==> config.mk <==
export PLATFORM = sky130hd
export DESIGN_NAME = enemy_move_scheduler
export DESIGN_NICKNAME = d
export VERILOG_FILES = /design/src/rtl/enemy_move_scheduler.sv
export SDC_FILE = /design/constraint.sdc
export NUM_CORES = 1
export LEC_CHECK = 0
export CAP_MARGIN = 5
export CORE_ASPECT_RATIO = 1.25
export CORE_MARGIN = 2
export CORE_UTILIZATION = 45
export DETAILED_ROUTE_END_ITERATION = 7
export GPL_ROUTABILITY_DRIVEN = 0
export PLACE_DENSITY = 0.7
export SYNTH_ARGS = -nofsm -noshare
export SYNTH_HDL_FRONTEND = slang
export SYNTH_SLANG_ARGS = --single-unit
==> constraint.sdc <==
create_clock -name CLK -period 1.7 [get_ports CLK]
set_input_delay 0.17 -clock CLK [delete_from_list [all_inputs] [get_ports CLK]]
set_output_delay 0.17 -clock CLK [all_outputs]
set_load 0.1 [all_outputs]
==> src/rtl/enemy_move_scheduler.sv <==
// enemy_move_scheduler
//   Runs one round-robin round of random-walk steps every P qualifying VGA
//   frames. P = DIV_BASE - level. The round starts at start_ptr, and
//   start_ptr rotates by one after each completed round. Each alive enemy
//   gets a one-cycle timer_done pulse and a 4-bit direction taken from a
//   16-bit Galois LFSR.
//
// Ports
//   CLK, RESETn    clock; asynchronous active-low reset
//   frame_start    one-cycle pulse per VGA frame
//   enable         game running (the LFSR advances only while high)
//   freeze         hold all enemies
//   level[1:0]     speed level 0..3
//   alive[N-1:0]   enemy k present
//   timer_done     registered one-hot step pulse
//   random[3:0]    registered direction for the pulsed enemy; holds otherwise
//   round_active   FSM not idle
//   round_count    completed rounds (wraps)
module enemy_move_scheduler #(
   parameter int unsigned N_ENEMIES = 4,
   parameter int unsigned DIV_BASE  = 6,
   parameter logic [15:0] LFSR_SEED = 16'hACE1
) (
   input  logic                 CLK,
   input  logic                 RESETn,
   input  logic                 frame_start,
   input  logic                 enable,
   input  logic                 freeze,
   input  logic [1:0]           level,
   input  logic [N_ENEMIES-1:0] alive,
   output logic [N_ENEMIES-1:0] timer_done,
   output logic [3:0]           random,
   output logic                 round_active,
   output logic [7:0]           round_count
);

   localparam int unsigned    IW       = (N_ENEMIES > 1) ? $clog2(N_ENEMIES) : 1;
   localparam logic [IW-1:0]  LAST     = IW'(N_ENEMIES - 1);
   localparam logic [IW-1:0]  ONE      = IW'(1);
   localparam logic [15:0]    SEED_EFF = (LFSR_SEED == 16'h0000) ? 16'h0001 : LFSR_SEED;
   localparam logic [15:0]    TAPS     = 16'hB400;

   typedef enum logic [1:0] {IDLE, ISSUE, DONE} state_t;

   state_t                 state, state_nxt;
   logic [IW-1:0]          idx, idx_nxt;
   logic [IW-1:0]          slot, slot_nxt;
   logic [IW-1:0]          start_ptr, start_ptr_nxt;
   logic [2:0]             frame_cnt, frame_cnt_nxt;
   logic [15:0]            lfsr, lfsr_nxt;
   logic [N_ENEMIES-1:0]   timer_done_nxt;
   logic [3:0]             random_nxt;
   logic [7:0]             round_count_nxt;
   logic [2:0]             period_m1;
   logic                   abort;

   // Unsigned 3-bit period arithmetic; DIV_BASE >= 4 keeps P >= 1.
   assign period_m1    = 3'(DIV_BASE) - {1'b0, level} - 3'd1;
   assign abort        = !enable || freeze;
   assign round_active = (state != IDLE);

   always_ff @(posedge CLK or negedge RESETn) begin
      if (!RESETn) begin
         state       <= IDLE;
         idx         <= '0;
         slot        <= '0;
         start_ptr   <= '0;
         frame_cnt   <= '0;
         lfsr        <= SEED_EFF;
         timer_done  <= '0;
         random      <= '0;
         round_count <= '0;
      end else begin
         state       <= state_nxt;
         idx         <= idx_nxt;
         slot        <= slot_nxt;
         start_ptr   <= start_ptr_nxt;
         frame_cnt   <= frame_cnt_nxt;
         lfsr        <= lfsr_nxt;
         timer_done  <= timer_done_nxt;
         random      <= random_nxt;
         round_count <= round_count_nxt;
      end
   end

   always_comb begin
      state_nxt       = state;
      idx_nxt         = idx;
      slot_nxt        = slot;
      start_ptr_nxt   = start_ptr;
      frame_cnt_nxt   = frame_cnt;
      timer_done_nxt  = '0;
      random_nxt      = random;
      round_count_nxt = round_count;

      lfsr_nxt = lfsr;
      if (enable)
         lfsr_nxt = {1'b0, lfsr[15:1]} ^ (lfsr[0] ? TAPS : 16'h0000);

      case (state)
         IDLE: begin
            if (frame_start && enable && !freeze) begin
               if (frame_cnt >= period_m1) begin
                  frame_cnt_nxt = '0;
                  state_nxt     = ISSUE;
                  slot_nxt      = '0;
                  idx_nxt       = start_ptr;
               end else begin
                  frame_cnt_nxt = frame_cnt + 3'd1;
               end
            end
         end
         ISSUE: begin
            if (abort) begin
               state_nxt = IDLE;
               if (!enable) frame_cnt_nxt = '0;
            end else begin
               if (alive[idx]) begin
                  timer_done_nxt[idx] = 1'b1;
                  random_nxt          = lfsr[3:0];
               end
               idx_nxt  = (idx == LAST) ? '0 : idx + ONE;
               slot_nxt = slot + ONE;
               if (slot == LAST) state_nxt = DONE;
            end
         end
         DONE: begin
            state_nxt = IDLE;
            if (abort) begin
               if (!enable) frame_cnt_nxt = '0;
            end else begin
               start_ptr_nxt   = (start_ptr == LAST) ? '0 : start_ptr + ONE;
               round_count_nxt = round_count + 8'd1;
            end
         end
         default: state_nxt = IDLE;
      endcase
   end

endmodule

==> results.txt <==
run status - complete, no violations
startpoint kind of the worst setup timing path - register
final clock period utilization by the worst path - 0.957
FF-to-FF setup slack - 0.07 ns
worst-case clock buffer depth - 2
residual antenna-violating net count after detailed routing - 0
number of iterations in the first detailed-routing pass - 5
number of filler cells placed in the layout - 351
Post-Syn Instances - 172
Worst Reg2Reg Path Length in Cells - 6
capture instance of the worst register-to-register path - frame_cnt[0]
die extent in y - 80.9 um
Max-Cap Viols - 0
Avg Cell Area, Syn - 12.4 um2
final clock skew - 0.00491 ns
critical path required time - 1.87 ns
Crit path arrival time - 1.80 ns
fraction of final layout cells with drive strength greater than 1 - 0.430
capturing element type of the critical path - register
n_diodes - 0
number of antenna violations at the first check in global routing - 0
maximum number of pins on one net before global-route repair - 26
clk root buf - sky130_fd_sc_hd__clkbuf_8
slew margin rel. - 0.640
VDD IR-drop max - 0.792 mV
sequential area share after synthesis - 0.511
total power - 4.52 mW
global-route wire length before repair - 6.83 mm
NumNets Final - 246
die outline area - 5300 um2
vias per cell - 5.12
# port buffers - 27
Global Route Usage Sum - 0.167
clock sink count - 43
nets in the synthesized netlist - 198
synthesis-to-layout area growth - 32.5%
I/O pin cnt - 28
cell leakage power - 1.29 nW
max frequency - 615 MHz
post-synthesis instance area - 2130 um2
final hold violation count - 0
transition time at the pin with the least slew margin - 0.540 ns
number of clock buffers inserted by TritonCTS - 5
Hold WC Path Type - input port to asynchronous set/reset pin
Final min period - 1.63 ns
most used cells in the layout excluding fill and tap cells - sky130_fd_sc_hd__dfrtp_1 (32), sky130_fd_sc_hd__buf_4 (25), sky130_fd_sc_hd__mux2_2 (15)
post-detailed-placement half-perimeter wirelength - 3.00 mm
Clock H-tree levels - 2
wire length per cell - 14.1 um
Setup TNS - 0 ns
number of unique standard cell types used by synthesis - 38
number of warnings reported in the yosys synthesis log - 0
DIE WIDTH - 65.5 um
clock edge transition at the registers on the reported setup and hold paths - 0.08 ns
clock insertion delay at the later pin of the skew report - 0.29 ns
most frequent standard cell in the layout excluding fill and tap cells - sky130_fd_sc_hd__dfrtp_1
CTS tree - done
post-detailed-route DRC marker count - 0
maximum fanout along the worst path - 4
r2r startpoint - state[0]
number of core rows - 27
final count of negative-setup-slack endpoints - 0
flops & latches, synth - 43
Initial Utilization - 0.473
total routed wirelength - 3.93 mm
Crit Path Category - register to register
final number of max-transition violations - 0
total gr overflow - 0
total number of vias - 1,428
number of global-route vias before repair - 1,546
core area - 4490 um2
number of design-rule violations left by the first detailed-router iteration - 52
PwrDens - 1600 nW/um2
setup repair after global routing missed its margin - false
[final cells by class]
cell class,instances,area [um2],share of cell area
Inverter,10,41.3,0.0146
Tap cell,58,72.6,0.0257
Timing Repair Buffer,45,473,0.168
Clock buffer,6,72.6,0.0257
Sequential cell,43,1090,0.387
Multi-Input combinational cell,115,1060,0.375
Clock inverter,2,12.5,0.00444
[sequential cells by signal (all words and copies together) (netlist names)]
name and flops:
round_count 8, timer_done 4, start_ptr 2, slot 2, lfsr 16, state 2
random 4, idx 2, frame_cnt 3
[synthesized netlist by cell type]
library cell,instances,area share
sky130_fd_sc_hd__nor3b_1,2,0.0071
sky130_fd_sc_hd__nand3_1,3,0.0071
sky130_fd_sc_hd__nor2b_1,1,0.0029
sky130_fd_sc_hd__a21oi_1,4,0.0094
sky130_fd_sc_hd__xor2_1,1,0.0041
sky130_fd_sc_hd__nand3b_4,1,0.0094
sky130_fd_sc_hd__a2111o_1,1,0.0053
sky130_fd_sc_hd__a31oi_1,2,0.0059
sky130_fd_sc_hd__mux2_2,15,0.079
sky130_fd_sc_hd__inv_1,10,0.018
sky130_fd_sc_hd__xnor2_1,9,0.037
sky130_fd_sc_hd__nand3b_1,2,0.0071
sky130_fd_sc_hd__buf_2,2,0.0047
sky130_fd_sc_hd__buf_1,1,0.0018
sky130_fd_sc_hd__dfrtp_1,35,0.41
sky130_fd_sc_hd__nand2_1,9,0.016
sky130_fd_sc_hd__dfstp_2,8,0.099
sky130_fd_sc_hd__nor2b_4,1,0.0065
sky130_fd_sc_hd__nor4b_1,1,0.0041
sky130_fd_sc_hd__nand4_1,2,0.0059
sky130_fd_sc_hd__nor2_1,9,0.016
sky130_fd_sc_hd__a21o_1,1,0.0035
sky130_fd_sc_hd__and3_1,1,0.0029
sky130_fd_sc_hd__and2_2,4,0.014
sky130_fd_sc_hd__mux2i_1,5,0.024
sky130_fd_sc_hd__buf_6,1,0.0053
sky130_fd_sc_hd__o21a_1,1,0.0035
sky130_fd_sc_hd__a22o_1,2,0.0082
sky130_fd_sc_hd__mux2_4,4,0.028
sky130_fd_sc_hd__o21ai_1,1,0.0024
sky130_fd_sc_hd__nor3_1,4,0.0094
sky130_fd_sc_hd__o41ai_1,1,0.0041
sky130_fd_sc_hd__and3b_1,2,0.0082
sky130_fd_sc_hd__ha_1,15,0.088
sky130_fd_sc_hd__o21ai_0,3,0.0071
sky130_fd_sc_hd__mux4_2,1,0.011
sky130_fd_sc_hd__a211oi_1,4,0.014
sky130_fd_sc_hd__nand2b_1,3,0.0088
[how the worst max path moves through the flow]
| stage | start | end | slack [ns] | cells after the start |
|---|---|---|---|---|
| 2_1_floorplan | state[1] | slot[0] | 0.01 | 5 |
| 3_3_place_gp | level[1] | slot[1] | -0.19 | 8 |
| 3_5_place_dp | level[1] | idx[1] | -0.28 | 8 |
| 4_1_cts | frame_cnt[0] | idx[1] | 0.003 | 8 |
| 5_1_grt | frame_cnt[0] | idx[1] | 0.01 | 7 |
| 6_report | state[0] | frame_cnt[0] | 0.07 | 6 |
[where the power goes]
part           switching [mW]  internal (mW)
Clock                   0.327          0.287
Sequential              0.274           1.44
Combinational            1.24          0.957
[per-stage QoR]
step | hold WS [ns] | instance area [um2] | setup WS, ns | std cells | utilization
2_1_floorplan | -0.126 | 2160 | 0.0112 | 172 | -
3_3_place_gp | 0.172 | 2660 | -0.186 | 268 | 0.591
3_5_place_dp | 0.182 | 2660 | -0.281 | 268 | 0.591
4_1_cts | 0.407 | 2770 | 0.00267 | 279 | 0.616
5_1_grt | 0.442 | 2820 | 0.0100 | 279 | 0.627
6_report | 0.391 | 2820 | 0.0730 | 279 | 0.627
[critical path, cell delays in order (launching register included)]
cell and delay (ns):
sky130_fd_sc_hd__dfrtp_1 0.43, sky130_fd_sc_hd__inv_2 0.12, sky130_fd_sc_hd__ha_4 0.22, sky130_fd_sc_hd__nor3b_2 0.16, sky130_fd_sc_hd__a31oi_2 0.22, sky130_fd_sc_hd__nor3_2 0.09, sky130_fd_sc_hd__mux2_2 0.27
[per-layer routing]
metal / global-route usage / vias up / part of all wire
met1: 0.202 / 689 / 0.44
met3: 0.0374 / 10 / 0.037
met4: 0.0625 / 0 / 0.018
met2: 0.289 / 35 / 0.51
li1: - / 694 / -
met5: 0 / - / 0
[kinds of logic (layout without fill, tap and decap cells)]
kind of cell               count (synthesis)  in the layout  synth area share
and+or+nand+nor                           45             45             0.125
DFF                                       43             43             0.511
muxes                                     25             25             0.142
AOI/OAI and AO/OA                         20             20            0.0635
adders and majority gates                 15             15            0.0882
buffers and inverters                     14             63            0.0294
xor gates and xnor gates                  10             10            0.0412
[what timing repair did]
| item | in CTS | in global routing |
|---|---|---|
| setup buffers | 2 | 1 |
| endpoints found under the setup margin | 4 | 10 |
| hold endpoints to repair | 18 | 0 |
| gates resized for setup | 2 | 11 |
| hold buffers | 1 | 0 |
| pin swaps | 1 | 0 |
Power figures use the tool's default switching activity.
